$ cat src/rtl/bcd_counter_ctrl_pkg.sv
// Shared constants and helpers for the BCD counter controller.
package bcd_counter_ctrl_pkg;

  localparam int DIGIT_W            = 4;
  localparam int REFRESH_CYCLES_DEF = 32;

  typedef logic [DIGIT_W-1:0] bcd_digit_t;

  localparam bcd_digit_t DIGIT_MAX  = 4'd9;
  localparam bcd_digit_t DIGIT_ZERO = 4'd0;
  localparam bcd_digit_t DIGIT_ONE  = 4'd1;

  // Non-decimal nibbles are replaced by zero; valid digits pass through.
  function automatic bcd_digit_t sanitize_digit(input bcd_digit_t d);
    bcd_digit_t r;
    if (d > DIGIT_MAX) begin
      r = DIGIT_ZERO;
    end else begin
      r = d;
    end
    return r;
  endfunction

endpackage

$ cat src/rtl/bcd_counter_ctrl_digit.sv
// Single BCD digit stepper: increments or decrements when carry/borrow in is set.
module bcd_digit
  import bcd_counter_ctrl_pkg::*;
(
  input  logic       [DIGIT_W-1:0] digit_i,
  input  logic                     up_i,
  input  logic                     cin_i,
  output logic       [DIGIT_W-1:0] digit_o,
  output logic                     cout_o
);

  // Next digit value and ripple carry/borrow out.
  always_comb begin
    digit_o = digit_i;
    cout_o  = 1'b0;
    if (!cin_i) begin
      digit_o = digit_i;
      cout_o  = 1'b0;
    end else if (up_i) begin
      if (digit_i >= DIGIT_MAX) begin
        digit_o = DIGIT_ZERO;
        cout_o  = 1'b1;
      end else begin
        digit_o = digit_i + DIGIT_ONE;
        cout_o  = 1'b0;
      end
    end else begin
      if (digit_i == DIGIT_ZERO) begin
        digit_o = DIGIT_MAX;
        cout_o  = 1'b1;
      end else if (digit_i > DIGIT_MAX) begin
        digit_o = DIGIT_MAX;
        cout_o  = 1'b0;
      end else begin
        digit_o = digit_i - DIGIT_ONE;
        cout_o  = 1'b0;
      end
    end
  end

endmodule

$ cat src/rtl/bcd_counter_ctrl.sv
// Up/down BCD event counter with clear/load and a rate-limited display refresh trigger.
module bcd_counter_ctrl
  import bcd_counter_ctrl_pkg::*;
#(
  parameter int DIGITS         = 6,
  parameter int REFRESH_CYCLES = REFRESH_CYCLES_DEF
) (
  input  logic                      clk,
  input  logic                      reset,
  input  logic                      count_in,
  input  logic                      dir,
  input  logic                      clear,
  input  logic                      load,
  input  logic [DIGIT_W*DIGITS-1:0] load_val,
  output logic [DIGIT_W*DIGITS-1:0] cnt_out,
  output logic                      trigger,
  output logic                      wrap
);

  localparam int CNT_W   = DIGIT_W * DIGITS;
  localparam int TIMER_W = $clog2(REFRESH_CYCLES);

  localparam logic [TIMER_W-1:0] TIMER_MAX  = TIMER_W'(REFRESH_CYCLES - 1);
  localparam logic [TIMER_W-1:0] TIMER_ZERO = {TIMER_W{1'b0}};
  localparam logic [TIMER_W-1:0] TIMER_ONE  = TIMER_W'(1);
  localparam logic [CNT_W-1:0]   CNT_ZERO   = {CNT_W{1'b0}};

  logic               s1_q, s1_d;
  logic               s2_q, s2_d;
  logic               s3_q, s3_d;
  logic [CNT_W-1:0]   cnt_q, cnt_d;
  logic [TIMER_W-1:0] timer_q, timer_d;
  logic               dirty_q, dirty_d;
  logic               trigger_q, trigger_d;
  logic               wrap_q, wrap_d;

  logic               event_s;
  logic               update_s;
  logic [CNT_W-1:0]   load_clean_s;
  logic [CNT_W-1:0]   step_s;
  logic [DIGITS:0]    carry_s;

  // Digit 0 always steps on an event; higher digits step only on ripple.
  assign carry_s[0] = 1'b1;

  for (genvar gi = 0; gi < DIGITS; gi++) begin : g_digit
    bcd_digit u_digit (
      .digit_i (cnt_q[gi*DIGIT_W +: DIGIT_W]),
      .up_i    (dir),
      .cin_i   (carry_s[gi]),
      .digit_o (step_s[gi*DIGIT_W +: DIGIT_W]),
      .cout_o  (carry_s[gi+1])
    );
  end

  // Load value with out-of-range digits forced to zero.
  always_comb begin
    load_clean_s = CNT_ZERO;
    for (int i = 0; i < DIGITS; i++) begin
      load_clean_s[i*DIGIT_W +: DIGIT_W] = sanitize_digit(load_val[i*DIGIT_W +: DIGIT_W]);
    end
  end

  // Next-state logic for synchronizer, count value, wrap flag and refresh scheduler.
  always_comb begin
    s1_d    = count_in;
    s2_d    = s1_q;
    s3_d    = s2_q;
    event_s = s2_q & ~s3_q;

    cnt_d  = cnt_q;
    wrap_d = 1'b0;
    if (clear) begin
      cnt_d  = CNT_ZERO;
      wrap_d = 1'b0;
    end else if (load) begin
      cnt_d  = load_clean_s;
      wrap_d = 1'b0;
    end else if (event_s) begin
      cnt_d  = step_s;
      wrap_d = carry_s[DIGITS];
    end else begin
      cnt_d  = cnt_q;
      wrap_d = 1'b0;
    end

    update_s = clear | load | event_s;

    // An update landing in the trigger cycle keeps dirty set for the next refresh.
    if (trigger_q) begin
      timer_d = TIMER_ZERO;
      dirty_d = update_s;
    end else if (timer_q == TIMER_MAX) begin
      timer_d = TIMER_MAX;
      dirty_d = dirty_q | update_s;
    end else begin
      timer_d = timer_q + TIMER_ONE;
      dirty_d = dirty_q | update_s;
    end

    trigger_d = dirty_d & (timer_d == TIMER_MAX);
  end

  // State registers; reset drops any pending trigger and in-flight count edge.
  always_ff @(posedge clk or posedge reset) begin
    if (reset) begin
      s1_q      <= 1'b0;
      s2_q      <= 1'b0;
      s3_q      <= 1'b0;
      cnt_q     <= CNT_ZERO;
      timer_q   <= TIMER_ZERO;
      dirty_q   <= 1'b1;
      trigger_q <= 1'b0;
      wrap_q    <= 1'b0;
    end else begin
      s1_q      <= s1_d;
      s2_q      <= s2_d;
      s3_q      <= s3_d;
      cnt_q     <= cnt_d;
      timer_q   <= timer_d;
      dirty_q   <= dirty_d;
      trigger_q <= trigger_d;
      wrap_q    <= wrap_d;
    end
  end

  assign cnt_out = cnt_q;
  assign trigger = trigger_q;
  assign wrap    = wrap_q;

endmodule

$ cat config.mk
export PLATFORM = sky130hd
export DESIGN_NAME = bcd_counter_ctrl
export DESIGN_NICKNAME = d
export VERILOG_FILES = /design/src/rtl/bcd_counter_ctrl_pkg.sv /design/src/rtl/bcd_counter_ctrl_digit.sv /design/src/rtl/bcd_counter_ctrl.sv
export SDC_FILE = /design/constraint.sdc
export NUM_CORES = 1
export LEC_CHECK = 0
export BUFFER_PORTS_ARGS = -buffer_cell sky130_fd_sc_hd__buf_4
export CORE_ASPECT_RATIO = 0.6
export CORE_MARGIN = 2
export CORE_UTILIZATION = 40
export DETAILED_ROUTE_END_ITERATION = 16
export SLEW_MARGIN = 30
export SYNTH_ARGS = -nofsm -noshare
export SYNTH_HDL_FRONTEND = slang
export SYNTH_SLANG_ARGS = --single-unit
$ cat constraint.sdc
create_clock -name clk -period 6.4 [get_ports clk]
set_clock_uncertainty 0.2 [all_clocks]
set_input_delay 0.64 -clock clk [delete_from_list [all_inputs] [get_ports clk]]
set_output_delay 0.64 -clock clk [all_outputs]
set_load 0.005 [all_outputs]
==> flow_summary.ini <==
[synth]
synthTopCellsByArea = dfrtp_1 (27%), ha_1 (9.0%), a21oi_1 (5.5%), o21ai_0 (4.9%), nor2_1 (4.0%)
yosys.area_share.xor_xnor_pct = 0.5488
synth_seq_cells = 35
synth.most_common_cell = a21oi_1
synth_top_family_by_area = compound AO/OA/AOI/OAI gates
ys_warn_count = 0
synth_nets = 445
synth-edff-count = 0
muxShareOfSynthArea_pct = 3.685
synth_fa_ha_area_share_pct = 9.016
seq_area_frac_synth_pct = 27.48
ys.flop_type = dfrtp_1
synth-compound-area-share_pct = 29.64
synth_largest_area_cell = dfrtp_1
netlist.area_leader.share_pct = 26.66
ys_types = 70
yosys-top-cells-count = a21oi_1 (35), dfrtp_1 (34), nor2_1 (34)
synth-simple-area-share_pct = 23.05
synth_cells = 392
syn_area_um2 = 3192
syn_avg_cell_area_um2 = 8.142
async_reset_ff_share_pct = 100.0

[cts]
h-tree-depth = 2
tritoncts = built
path_clk_slew_ps = 60
clkLatencyLatePin_ps = 280
clockRootBuffer = clkbuf_16
cts.sinks = 35
post-cts-setup-buffers = 0
numCtsBuffers = 5
ctsHoldBuffers = 0
ctsResizeCount = 0
clk_path_buf_depth = 2

[routing]
routed_via_density = 5.824
wire_per_inst_um = 16.85
postRouteAntennaNets = 0
drcViolationCount = 0
routed_wl_um = 9080
drtIter0Drc = 304
num_vias = 3139
dr.pass1.iters = 5

[placement]
placed_cell_area_um2 = 3627
gp_congestion = 0.8902
place_inst = 531
portBuffers = 55
place_hpwl_um = 6512

[min_path]
min_to = s2_q
min_from = s1_q
min_path_cells = 0
hp-class = register to register

[worst_setup_path]
crit_path_cell_trace = buf_4, inv_1, nor4_2, nor2_1, o21ai_1, mux2_2
cp_slowest_cell = nor4_2
rrSetupSlack_ps = 3530
reg2reg_to = cnt_out[11]
rr_startpoint = cnt_out[0]
criticalPathCategory = input pin to register
slowest_delay_ps = 580
cp_data_arrival_time_ps = 3140
endpoint_kind = register
ff2ff_path_depth = 7
required_ps = 6370
crit_path_max_fanout = 45
cp-start-kind = input pin

[final_layout]
diodes = 0
synthToLayoutAreaGrowth_pct = 18.07
fin_nets = 483
fillers = 776
drive_gt1_share_pct = 18.79
fin_area_um2 = 3769
instances_no_fill = 539

[timing]
hold_violations = 0
hold_ws_ps = 157.5
rsz0062_at_grt = no
setup_tns_ps = 0
relSlewSlack_pct = 53.06
worst_pin_slew_ps = 701.5
min_period_ps = 3174
fmax_mhz = 315.0
period_share_pct = 49.60
slew_viol_final = 0
setup_viol = 0

[grt]
antenna_found_initial = 0
grt_pass1_vias = 2831
grt_pass1_wl_um = 14930
grt_max_degree = 46
grtUsageTotal_pct = 21.38
overflow = 0

[floorplan]
fp.dieW_um = 119.3
initial_utilization_pct = 40.82
chipHeight_um = 73.20
dieArea_um2 = 8734
pin_count = 56
core_region_area_um2 = 7820
num_rows = 25

[run]
drv_cap = 0

[power]
p_leak_nw = 1.658
ir_drop_mv = 0.1110
power.density_nw_per_um2 = 194.2

[status]
outcome = complete, no violations
-- cell usage in the layout (no fill, tap or decap), types with 3 or more instances in the layout --
| cell type | Yosys | routed |
|---|---|---|
| inv_1 | 24 | 24 |
| o22ai_1 | 5 | 5 |
| nor4b_1 | 4 | 4 |
| a221oi_1 | 3 | 3 |
| nor3b_1 | 4 | 4 |
| mux2_2 | 6 | 6 |
| o211ai_1 | 3 | 3 |
| nand2_1 | 18 | 18 |
| nor2b_1 | 8 | 8 |
| nand2b_1 | 17 | 17 |
| o211a_1 | 3 | 3 |
| a211oi_1 | 6 | 6 |
| or4_1 | 3 | 3 |
| a32oi_1 | 3 | 3 |
| ha_1 | 23 | 23 |
| buf_4 | 0 | 56 |
| a32o_1 | 4 | 4 |
| a311oi_1 | 3 | 3 |
| mux2i_1 | 5 | 5 |
| a21oi_1 | 35 | 35 |
| o21ai_0 | 31 | 31 |
| o31ai_1 | 10 | 10 |
| nor2_1 | 34 | 34 |
| dfrtp_1 | 34 | 34 |
| nand3_1 | 11 | 11 |
| clkbuf_16 | 0 | 5 |
| nor3_1 | 7 | 7 |
| a31oi_1 | 10 | 10 |
-- routing by layer --
layer / part of all wire [%] / global-route usage (%) / vias up
li1: - / - / 1532
met1: 53 / 34.76 / 1483
met2: 39 / 28.61 / 113
met3: 6.4 / 4.453 / 11
met4: 0.87 / 3.399 / 0
met5: 0 / 0 / -
-- state kept, by name (all words and copies together), names as in the netlist --
signal	cells
cnt_out	24
timer_q	5
dirty_q	1
s1_q	1
s2_q	1
s3_q	1
trigger	1
wrap	1
-- area by class of cell --
| class | count | area (um^2) | share of cell area, % |
|---|---|---|---|
| tap | 108 | 135.1 | 3.586 |
| sequential | 35 | 877.1 | 23.27 |
| inverter | 24 | 90.09 | 2.390 |
| multi-input combinational | 308 | 2105 | 55.84 |
| timing repair buffer | 56 | 420.4 | 11.16 |
| clock inverter | 2 | 12.51 | 0.3320 |
| clock buffer | 6 | 128.9 | 3.420 |
-- report_power, final --
part           leakage (nW)  switching, mW  internal (mW)  total [mW]
combinational          1.14          0.123          0.104       0.227
clock                0.0669         0.0939          0.144       0.237
sequential            0.456         0.0330          0.235       0.268
-- how the worst max path moves through the flow --
stage | start | end | slack (ps) | cells after the start
detailed placement | dir | cnt_out[11] | 2960 | 6
global placement | dir | cnt_out[11] | 3090 | 6
CTS | dir | cnt_out[11] | 3240 | 6
floorplan | dir | cnt_out[22] | 3860 | 7
global route | dir | cnt_out[11] | 2990 | 6
finish | dir | cnt_out[11] | 3230 | 6
-- worst max-delay path, delay by kind of cell --
kind	cells	cell delay, ps
multiplexers	1	380
buffers and inverters	2	840
AND/OR/NAND/NOR	2	840
AO/OA/AOI/OAI	1	420
-- kinds of logic after synthesis --
logic type      after synthesis
buf+inv                      49
flops                        35
compound gates              142
xor+xnor                      2
mux                          11
simple gates                130
fa+ha+maj                    23
-- per-stage QoR --
stage	setup WS, ps	power, mW	util (%)
2_1_floorplan	3859	0.4166	-
3_3_place_gp	3087	0.4919	46.38
3_5_place_dp	2961	0.4943	46.38
4_1_cts	3244	0.7341	48.19
5_1_grt	2989	0.7774	48.19
6_report	3226	0.7321	48.19
Note: power is estimated with default switching activity, not from simulation.
